### src/rtl/uart_tx_serializer.sv
// rtl/uart_tx_serializer.sv - UART transmit serializer: 8-bit LSB-first frame, optional parity, 1 or 2 stop bits
//
// Ports:
//   clk        system clock; all state updates on the rising edge
//   rst        synchronous active-high reset; aborts any frame in progress
//   TxD_start  transmit request level; a frame starts on its rising edge while idle
//   TxD_data   byte to send; sampled only on the accepting edge
//   TxD        serial line, idle high, registered
//   busy       high for the whole frame, registered
module uart_tx_serializer #(
    parameter int CLKS_PER_BIT = 434,
    parameter int PARITY       = 0,
    parameter int STOP_BITS    = 1
) (
    input  logic       clk,
    input  logic       rst,
    input  logic       TxD_start,
    input  logic [7:0] TxD_data,
    output logic       TxD,
    output logic       busy
);

    localparam int                CNT_W      = $clog2(CLKS_PER_BIT);
    localparam logic [CNT_W-1:0]  BAUD_LAST  = CNT_W'(CLKS_PER_BIT - 1);
    localparam bit                HAS_PARITY = (PARITY != 0);
    localparam logic              STOP_LAST  = (STOP_BITS == 2);

    typedef enum logic [2:0] {
        S_IDLE,
        S_START,
        S_DATA,
        S_PARITY,
        S_STOP
    } state_t;

    state_t           state_q, state_d;
    logic [CNT_W-1:0] baud_q, baud_d;
    logic [2:0]       bit_q, bit_d;
    logic             stop_q, stop_d;
    logic [7:0]       shift_q, shift_d;
    logic             parity_q, parity_d;
    logic             txd_q, txd_d;
    logic             busy_q, busy_d;
    logic             start_q;

    logic             accept;
    logic             tick;

    // Only a rising edge of the request starts a frame; start_q resets high so
    // a request held through reset is not mistaken for a new one.
    assign accept = (state_q == S_IDLE) && TxD_start && !start_q;
    assign tick   = (baud_q == BAUD_LAST);

    always_comb begin
        state_d  = state_q;
        baud_d   = baud_q;
        bit_d    = bit_q;
        stop_d   = stop_q;
        shift_d  = shift_q;
        parity_d = parity_q;
        txd_d    = txd_q;
        busy_d   = busy_q;

        if (state_q != S_IDLE) begin
            baud_d = tick ? '0 : baud_q + 1'b1;
        end

        // TxD_d only changes on a tick or on accept, so the line never glitches
        // between bit boundaries.
        unique case (state_q)
            S_IDLE: begin
                baud_d = '0;
                if (accept) begin
                    shift_d  = TxD_data;
                    parity_d = (PARITY == 2) ? ~(^TxD_data) : (^TxD_data);
                    state_d  = S_START;
                    txd_d    = 1'b0;
                    busy_d   = 1'b1;
                    bit_d    = '0;
                    stop_d   = 1'b0;
                end
            end

            S_START: begin
                if (tick) begin
                    state_d = S_DATA;
                    txd_d   = shift_q[0];
                    bit_d   = '0;
                end
            end

            S_DATA: begin
                if (tick) begin
                    shift_d = {1'b0, shift_q[7:1]};
                    if (bit_q == 3'd7) begin
                        if (HAS_PARITY) begin
                            state_d = S_PARITY;
                            txd_d   = parity_q;
                        end else begin
                            state_d = S_STOP;
                            txd_d   = 1'b1;
                            stop_d  = 1'b0;
                        end
                    end else begin
                        bit_d = bit_q + 3'd1;
                        // shift_q[1] is the bit that becomes shift_q[0] after this shift
                        txd_d = shift_q[1];
                    end
                end
            end

            S_PARITY: begin
                if (tick) begin
                    state_d = S_STOP;
                    txd_d   = 1'b1;
                    stop_d  = 1'b0;
                end
            end

            S_STOP: begin
                if (tick) begin
                    if (stop_q == STOP_LAST) begin
                        state_d = S_IDLE;
                        busy_d  = 1'b0;
                        txd_d   = 1'b1;
                    end else begin
                        stop_d = 1'b1;
                    end
                end
            end

            default: begin
                state_d = S_IDLE;
                txd_d   = 1'b1;
                busy_d  = 1'b0;
                baud_d  = '0;
            end
        endcase
    end

    always_ff @(posedge clk) begin
        if (rst) begin
            state_q  <= S_IDLE;
            baud_q   <= '0;
            bit_q    <= '0;
            stop_q   <= 1'b0;
            shift_q  <= '0;
            parity_q <= 1'b0;
            txd_q    <= 1'b1;
            busy_q   <= 1'b0;
            start_q  <= 1'b1;
        end else begin
            state_q  <= state_d;
            baud_q   <= baud_d;
            bit_q    <= bit_d;
            stop_q   <= stop_d;
            shift_q  <= shift_d;
            parity_q <= parity_d;
            txd_q    <= txd_d;
            busy_q   <= busy_d;
            start_q  <= TxD_start;
        end
    end

    assign TxD  = txd_q;
    assign busy = busy_q;

endmodule

### config.mk
export PLATFORM = sky130hd
export DESIGN_NAME = uart_tx_serializer
export DESIGN_NICKNAME = d
export VERILOG_FILES = /design/src/rtl/uart_tx_serializer.sv
export SDC_FILE = /design/constraint.sdc
export NUM_CORES = 1
export LEC_CHECK = 0
export BUFFER_PORTS_ARGS = -buffer_cell sky130_fd_sc_hd__buf_4
export CAP_MARGIN = 20
export CORE_UTILIZATION = 52
export DETAILED_ROUTE_END_ITERATION = 16
export HOLD_SLACK_MARGIN = 0.03
export PLACE_DENSITY = 0.72
export SLEW_MARGIN = 30
export SYNTH_ARGS = -nofsm -noshare
export SYNTH_HDL_FRONTEND = slang
export SYNTH_SLANG_ARGS = --single-unit
### constraint.sdc
create_clock -name clk -period 1.9 [get_ports clk]
set_clock_uncertainty 0.1 [all_clocks]
set_input_delay 0.19 -clock clk [delete_from_list [all_inputs] [get_ports clk]]
set_output_delay 0.19 -clock clk [all_outputs]
set_load 0.01 [all_outputs]
---- Word level (Yosys, flattened, before mapping) ----
Index checks and enable logic that the tools add are counted.
operators by class
  add/subtract/negate cells ............... 2
  $mul .................................... 0
  divide/modulo/power cells ............... 0
  $lt $le $gt $ge ......................... 0
  eq/ne operators ......................... 14
  shift operators ......................... 0
  muxes and demuxes ....................... 35
  bitwise operators ....................... 2
  reductions and logical operators ........ 17
operators by type and width
  cell                                            count
  2-to-1 mux 3 bit                                11
  2-to-1 mux 8 bit                                2
  != test 2 bit (second input constant)           8
  one-hot mux 8 bit (2 select lines)              1
  2-to-1 mux 1 bit                                15
  one-hot mux 3 bit (5 select lines)              1
  AND reduction 6 bit                             2
  adder 9 x 1 -> 9 bit (second input constant)    1
  == test 9 bit (second input constant)           1
  2-to-1 mux 9 bit                                1
  one-hot mux 3 bit (3 select lines)              1
  AND reduction 7 bit                             1
  == test 3 x 2 -> 1 bit (second input constant)  2
  == test 3 bit (second input constant)           2
  nonzero test 3 bit                              2
  one-hot mux 1 bit (5 select lines)              1
  AND reduction 5 bit                             1
  one-hot mux 1 bit (4 select lines)              1
  AND reduction 4 bit                             1
  nonzero test 4 bit                              1
  OR reduction 4 bit                              1
  adder 3 x 1 -> 3 bit (second input constant)    1
  == test 3 x 1 -> 1 bit (second input constant)  1
  zero test 3 bit                                 1
  8 further kinds                                 10
word-level totals
  register bits after elaboration ......... 27
  latch bits .............................. 0
  memory bits (writable) .................. 0
  ROM bits ................................ 0
  word-level logic and storage cells ...... 78
  memories kept ........................... 0

---- Depth between registers and ports, before layout ----
Gate-level depths: netlist (run 1).
  depth in word-level cells ............... 5
  gate-level depth with buffers ........... 7

---- Worst setup path after synthesis (run 1) ----
No wires, ideal clock.
  path type ............................... flip-flop to flip-flop
  start ................................... register bit_q[0]
  end ..................................... register bit_q[0]
  data arrival time ....................... 1.787 ns
  required time ........................... 1.679 ns
  setup slack ............................. -0.108 ns
  stages on the path, launching flop included .. 7
  path buffers ............................ 0
  clock period less this slack ............ 2.008 ns
  cells stage by stage .................... dfxtp_1 ha_1 ha_1 or2_2 a221o_1 or2_2 mux2_2
between the ends
  longest elaborated chain between the ends .. 4
ends and longest elaborated chain
  item                                line  source
  start: declaration                  38    logic [2:0] bit_q, bit_d;
  start signal: assignment            155   bit_q <= bit_d;
  adder 3 x 1 -> 3 bit                105   bit_d = bit_q + 3'd1;
  2-to-1 mux 3 bit                    95    if (bit_q == 3'd7) begin
  2-to-1 mux 3 bit                    93    if (tick) begin
  one-hot mux 3 bit (3 select lines)  70    unique case (state_q)
Several ways; a longest one is shown, not always the timed one. The select of a mux whose other input is x is not followed.
A chain may end at the register's enable or synchronous reset.

---- Final worst setup path (run 1) ----
  start ................................... register bit_q[1]
  end ..................................... register bit_q[1]
The elaborated chain is that of the path after synthesis.

==> results of run 1 <==
[worst max-delay path, delay by kind of cell, from the launching register on]
kind                     cells  cell delay (ns)
AO/OA/AOI/OAI                3             0.71
AND/OR/NAND/NOR              1             0.23
buffers and inverters        1             0.14
flip-flops                   1             0.36
adder cells (fa/ha/maj)      2             0.30
[through the flow]
| step | std cells | setup slack [ns] | cell area [µm²] | setup TNS, ns | hold slack (ns) |
|---|---|---|---|---|---|
| 6_report | 206 | -0.0603 | 1720 | -0.0789 | 0.102 |
| 4_1_cts | 202 | -0.00603 | 1630 | -0.00603 | 0.0793 |
| 2_1_floorplan | 146 | -0.0108 | 1360 | -0.0108 | 0.197 |
| 3_5_place_dp | 197 | -0.0858 | 1570 | -0.141 | 0.303 |
| 5_1_grt | 206 | -0.0917 | 1720 | -0.180 | 0.0948 |
| 3_3_place_gp | 197 | -0.0278 | 1570 | -0.0278 | 0.303 |
[cell type report]
class,count,area share (%)
multi-input combinational,107,47.0
sequential,26,31.0
timing repair buffer,35,17.4
tap,30,2.19
clock buffer,3,1.31
inverter,5,1.09
[registers in the layout (all words and copies together), names as in the netlist]
name     count
busy         1
start_q      1
TxD          1
state_q      3
shift_q      8
bit_q        3
baud_q       9
[logic make-up after synthesis]
| family | Yosys count | share of synthesized area (%) |
|---|---|---|
| adders and majority gates | 4 | 3.70 |
| and+or+nand+nor | 59 | 23.7 |
| muxes | 8 | 6.01 |
| buffers and inverters | 13 | 5.92 |
| xor gates and xnor gates | 8 | 5.18 |
| DFF | 26 | 38.5 |
| AOI/OAI and AO/OA | 28 | 17.0 |
[layer usage]
metal  track usage (%)  up-vias  wire length (µm)
met4              8.33        0                29
met3              3.45        4               135
met5                 0        -                 0
li1                  -      587                 -
met2              38.4       42              1480
met1              29.2      581              1390
[worst paths after layout]
| path | endpoint | from | cells past startpoint | slack [ns] |
|---|---|---|---|---|
| worst max-delay path | bit_q[1]$_SDFFE_PP0P_ | bit_q[1]$_SDFFE_PP0P_ | 7 | -0.06 |
| worst max register to register | bit_q[1]$_SDFFE_PP0P_ | bit_q[1]$_SDFFE_PP0P_ | 7 | -0.06 |
| worst min register to register | baud_q[0]$_SDFFE_PP0P_ | baud_q[0]$_SDFFE_PP0P_ | 1 | 0.39 |
| worst min-delay path | state_q[2]$_SDFFE_PP0P_ | rst | 2 | 0.10 |
[cell usage in the layout, fill, tap and decap left out, types with 3 or more instances in the layout]
cell / instances
nand4_1: 4
nor2b_1: 3
nand3_1: 4
mux2i_1: 7
a21oi_1: 5
xor2_1: 4
nor2_1: 21
dfxtp_2: 6
xnor2_1: 4
clkbuf_4: 3
nand2_1: 5
a211oi_2: 5
buf_4: 31
dfxtp_1: 19
nor3_1: 6
a211oi_1: 3
o21ai_0: 5
inv_1: 5
[synthesized netlist by cell type (2+ instances only)]
| cell type | count | area, µm² |
|---|---|---|
| o21ai_0 | 5 | 25.0 |
| a211oi_1 | 5 | 37.5 |
| a21oi_1 | 5 | 25.0 |
| or3b_2 | 2 | 17.5 |
| or2_2 | 3 | 18.8 |
| nor2b_1 | 3 | 18.8 |
| dfxtp_1 | 26 | 521 |
| nor3_1 | 6 | 30.0 |
| o41ai_1 | 2 | 17.5 |
| nand4_1 | 4 | 25.0 |
| a211oi_2 | 3 | 37.5 |
| mux2i_1 | 7 | 70.1 |
| ha_1 | 4 | 50.1 |
| xor2_1 | 4 | 35.0 |
| buf_4 | 2 | 15.0 |
| clkbuf_1 | 2 | 7.51 |
| nor4b_1 | 2 | 17.5 |
| nand3_1 | 4 | 20.0 |
| nor2_1 | 21 | 78.8 |
| inv_1 | 5 | 18.8 |
| nand2_1 | 5 | 18.8 |
| xnor2_1 | 4 | 35.0 |
[what timing repair did]
item,in CTS,in global routing
endpoints found under the hold margin,1,0
hold buffers,1,0
buffers inserted,1,3
endpoints found under the setup margin,8,10
gates resized for setup,6,11
pin swaps,3,2
gates cloned,0,1
[where the power goes]
group | switching [mW] | internal, mW | total (mW)
combinational | 0.0569 | 0.0704 | 0.127
sequential | 0.0123 | 0.561 | 0.573
clock | 0.160 | 0.0743 | 0.234
==> summary.md, run 1 <==
| Metric | Value |
|---|---|
| Max Fclk | ~500 MHz |
| Core Util, Final | 69.2% |
| CP cell instances | ha_4 -> ha_4 -> or2_4 -> a221o_1 -> buf_4 -> o21ai_0 -> o41ai_2 |
| Slew of the pin with the lowest slew margin | about 0.38 ns |
| Vias in the first global route | approximately 1,000 |
| Most used DFF post-synth | dfxtp_1 |
| Vias per inst | around 5.9 |
| Clk slew on worst S/H paths | approximately 0.13 ns |
| Drt drc | 0 |
| Clock Sinks | 26 |
| Final-report hold violation count | 0 |
| Sequential Area | roughly 530 µm² |
| RSZ-0062 raised after global routing | yes |
| Hold Path Class | in -> reg |
| Initial DRC Count | 22 |
| Root Buffer | clkbuf_4 |
| Power Total | around 930 µW |
| Initial Util | a little over half |
| Setup violators final | 2 |
| Violated checks | setup timing |
| Syn Area/Cell | 9.26 µm² |
| Fillers | 204 |
| Slew Limit Headroom | between 70% and 80% |
| Final min period | 1.96 ns |
| Htree depth | 1 |
| Share of layout cells above drive strength 1 | about 36% |
| CTS Buf Count | 3 |
| PwrDens | about 540 nW/µm² |
| Global route total overflow | 0 |
| Cell mode on critical path | ha_4 |
| Core area | about 2500 µm² |
| Synthesized area | around 1400 µm² |
| Routed len/inst | approximately 15 µm |
| Static Leak | 0.701 nW |
| Vias | approximately 1,200 |
| Die height | between 50 and 60 µm |
| Syn Nets | approximately 160 |
| CTS tree | yes |
| IO Pins | 13 |
| Startpoint Class | flop |
| Multi-input gate area | about 810 µm² |
| Arrival time at the worst endpoint | a little over 2 ns |
| Rows | 18 |
| Final antenna-violating net count | 0 |
| Ant. Diodes | 0 |
| Clk_lat worst skew | 0.32 ns |
| Routed WL | ~3 mm |
| Critical path class | reg -> reg |
| Setup ws final | -0.0603 ns |
| First-pass GRT wire length | between 4 and 5 mm |
| Largest net degree at the start of global routing | 22 |
| Distinct cells, synth | between 40 and 50 |
| Worst IR Drop VDD | between 0.5 and 0.6 mV |
| Number of synthesized flops with an enable pin | 0 |
| Die area | roughly 2800 µm² |
| Setup crit end kind | flop |
| Die W | roughly 53 µm |
| Seq/Total Area, Yosys | about two fifths |
| Worst path slowest cell | dfxtp_2 |
| Worst-path fanout max | 2 |
| Slew Limit Fails | 0 |
| FF+latch count, synth | 26 |
| All-Layer GR Usage | 22.9% |
| DP HPWL | roughly 2.0 mm |
| GP Congestion | around 0.83 |
| Synth-to-Final Area Change | 26.8% |
| Fraction of registers with async set/reset | 0% |
| Tcrit/Tclk final | 103% |
| Outcome | complete, but fails checks |
| CP Data Required Time | ~2.0 ns |
| Cells after Synth | ~150 |
| Slowest Stage Delay on Critical Path | between 0.3 and 0.4 ns |
| Longest Clk Path Bufs | 2 |
| Initial antenna violation count | 0 |
| DRT Pass-1 Iters | 5 |
| Synth warnings | 0 |
| Port buffer count | 12 |
| Final nets | 193 |
| MaxCap Viol Count | 0 |
(Power assumes the default switching activity.)
==> run 2, diff against run 1 <==
Settings changed: CORE_UTILIZATION 52 to 28, PLACE_DENSITY 0.72 to 0.43, SLEW_MARGIN 30 to not set.
==> run 2 against run 1 <==
Effect of this change:
- the run still ends with setup timing left
- critical endpoint is now bit_q[2]$_SDFFE_PP0P_
- setup slack better by 0.010 ns
- critical path type unchanged
- via count down 6.7%
- maximum frequency up 0.54%
- core utilization down 31 points
- critical path depth down 1
- sequential share of layout area down 0.70 points
- register-to-register slack about the same
- clock power up 94%
- global-route usage down 10 points
- non-clock buffer count down 3
==> summary.md, run 2 (synthesis gave the netlist of run 1 again) <==
| Metric | Value |
|---|---|
| MaxCap Viol Count | 0 (unchanged) |
| Core area | 4500 µm² (was 2480 µm²) |
| Rows | 24 (was 18) |
| IO Pins | 13 (unchanged) |
| Setup TNS | -0.0730 ns (was -0.0789 ns) |
| Outcome | complete, but fails checks (unchanged) |
| CP cell instances | ha_4 -> ha_4 -> or2_4 -> a221o_1 -> or2_4 -> o41ai_2 (was ha_4 -> ha_4 -> or2_4 -> a221o_1 -> buf_4 -> o21ai_0 -> o41ai_2) |
| Setup crit end kind | flop (unchanged) |
| Clock share of power | 39.6% (was 25.0%) |
| Violated checks | setup timing (unchanged) |
| Final min period | 1.95 ns (was 1.96 ns) |
| Top flop regs | baud_q: 9 flops, shift_q: 8 flops (unchanged) |
| Slowest Stage Delay on Critical Path | 0.35 ns (was 0.36 ns) |
| DR WL met2 | 1.32 mm (was 1.48 mm) |
| Internal Power | 906 µW (was 706 µW) |
| Vias per inst | 5.01 (was 5.89) |
| PwrDens | 660 nW/µm² (was 545 nW/µm²) |
| Setup ws final | -0.0498 ns (was -0.0603 ns) |
| GP Congestion | 0.750 (was 0.827) |
| Slew Limit Fails | 0 (unchanged) |
| Initial Util | 30.0% (was 54.6%) |
| Dpl ws | -0.0766 ns (was -0.0858 ns) |
| Routed WL | 2.93 mm (was 3.03 mm) |
| Port buffer count | 12 (unchanged) |
| CP Data Required Time | 1.98 ns (was 2.00 ns) |
| Die height | 71.5 µm (was 53 µm) |
| Synth-to-Final Area Change | 27.9% (was 26.8%) |
| Clock Sinks | 26 (unchanged) |
| Initial DRC Count | 63 (was 22) |
| Hold Path Class | in -> reg (unchanged) |
| Slew Limit Headroom | 80.3% (was 74.4%) |
| All-Layer GR Usage | 12.8% (was 22.9%) |
| Longest Clk Path Bufs | 2 (unchanged) |
| RSZ-0062 raised after global routing | yes (unchanged) |
| DRT met1 WL | 1.48 mm (was 1.39 mm) |
| Commonest cells after routing, fill and taps aside | buf_4 (30), dfxtp_1 (23), nor2_1 (21), mux2i_1 (7), nor3_1 (6) (was buf_4 (31), nor2_1 (21), dfxtp_1 (19), mux2i_1 (7)) |
| Wire length on met3 | 113 µm (was 135 µm) |
| Switching Fraction | 20.7% (was 24.5%) |
| Die W | 71.5 µm (was 53 µm) |
| Worst-path fanout max | 3 (was 2) |
| Max Fclk | 513 MHz (was 510 MHz) |
| Vias in the first global route | 1,061 (was 1,044) |
| Crit path max-delay family | compound AO/OA/AOI/OAI gates (unchanged) |
| Combinational power share | 10.3% (was 13.6%) |
| DRT Pass-1 Iters | 4 (was 5) |
| Slew of the pin with the lowest slew margin | 0.295 ns (was 0.383 ns) |
| Largest net degree at the start of global routing | 22 (unchanged) |
| Arrival time at the worst endpoint | 2.03 ns (was 2.06 ns) |
| Die area | 5110 µm² (was 2810 µm²) |
| Clk_lat worst skew | 0.27 ns (was 0.32 ns) |
| Most common cell after layout, fill and taps aside | buf_4 (unchanged) |
| Ant. Diodes | 0 (unchanged) |
| First-pass GRT wire length | 5.21 mm (was 4.59 mm) |
| Tcrit/Tclk final | 103% (about the same) |
| Root Buffer | clkbuf_8 (was clkbuf_4) |
| Setup violators final | 2 (unchanged) |
| DP HPWL | 2.11 mm (was 2.03 mm) |
| CTS Buf Count | 3 (unchanged) |
| CTS tree | yes (unchanged) |
| DR top layer | met4 (unchanged) |
| Share of layout cells above drive strength 1 | 32.2% (was 36.4%) |
| Min Hold Slack | 0.163 ns (was 0.102 ns) |
| Worst IR Drop VDD | 0.535 mV (was 0.558 mV) |
| Static Leak | 0.696 nW (was 0.701 nW) |
| Sw power | 236 µW (was 229 µW) |
| Drt drc | 0 (unchanged) |
| Final nets | 190 (was 193) |
| Final-report hold violation count | 0 (unchanged) |
| Top reg by flops | baud_q (unchanged) |
| Startpoint Class | flop (unchanged) |
| Global route total overflow | 0 (unchanged) |
| Clk slew on worst S/H paths | 0.09 ns (was 0.13 ns) |
| Critical path class | reg -> reg (unchanged) |
| Initial antenna violation count | 0 (unchanged) |
| Htree depth | 1 (unchanged) |
| Crit path buffers/inverters | 0 (was 1) |
| Reg power frac | 50.1% (was 61.3%) |
| Worst path slowest cell | dfxtp_2 (unchanged) |
| Vias | 1,133 (was 1,214) |
| Routed len/inst | 12.9 µm (was 14.7 µm) |
| Final antenna-violating net count | 0 (unchanged) |
| Max reg flops | 9 (unchanged) |
[run 2: changes by cell type in the layout (fill, tap and decap cells not counted), moves of 2 or more]
cell      change
a211oi_1      +2
o21ai_0       -2
clkbuf_8      +3
dfxtp_2       -3
clkbuf_4      -3
o21ai_1       +2
dfxtp_1       +4
a211oi_2      -2
[run 2: tightest hold or removal path, stage by stage]
cell and delay (ns):
buf_4 0.11, mux2i_1 0.12, a211oi_1 0.08
[run 2: cell type report]
class                           instances  area (µm²)
Multi-Input combinational cell        107         796
Sequential cell                        26         524
Fill cell                             483        2770
Clock inverter                          1        30.0
Clock buffer                            3        41.3
Timing Repair Buffer                   32         255
Tap cell                               52        65.1
Inverter                                5        18.8
[run 2: stage by stage]
step,total power [mW],util [%],area [µm²],std cells
floorplan,0.651,-,1360,146
global placement,0.692,35.2,1590,218
detailed placement,0.695,35.2,1590,218
CTS,1.16,37.4,1680,225
global route,1.20,38.4,1730,226
finish,1.14,38.4,1730,226
[run 2: layer usage]
layer | GRT usage, % | vias up
li1 | - | 582
met1 | 18.6 | 528
met2 | 19.0 | 21
met3 | 3.66 | 2
met4 | 2.18 | 0
met5 | 0 | -
[run 2: worst paths after layout]
path	cells past startpoint	slack [ns]	to	from
min	3	0.16	shift_q[3]$_SDFFE_PP0P_	TxD_data[3]
min reg2reg	1	0.37	baud_q[0]$_SDFFE_PP0P_	baud_q[0]$_SDFFE_PP0P_
max reg2reg	6	-0.05	bit_q[2]$_SDFFE_PP0P_	bit_q[1]$_SDFFE_PP0P_
max	6	-0.05	bit_q[2]$_SDFFE_PP0P_	bit_q[1]$_SDFFE_PP0P_
[run 2: power groups by stage]
stage | clock network, mW | logic (mW) | registers, mW
2_1_floorplan | 0 | 0.0666 | 0.584
4_1_cts | 0.469 | 0.115 | 0.572
5_1_grt | 0.497 | 0.132 | 0.575
6_report | 0.453 | 0.117 | 0.572
3_3_place_gp | 0 | 0.108 | 0.584
3_5_place_dp | 0 | 0.110 | 0.585
[run 2: what timing repair did]
action                                  4_1_cts  5_1_grt
hold buffers                                  1        0
endpoints found under the setup margin        4       11
buffers inserted                              2        1
endpoints found under the hold margin         1        0
resized for setup                             1       10
pin swaps                                     3        2
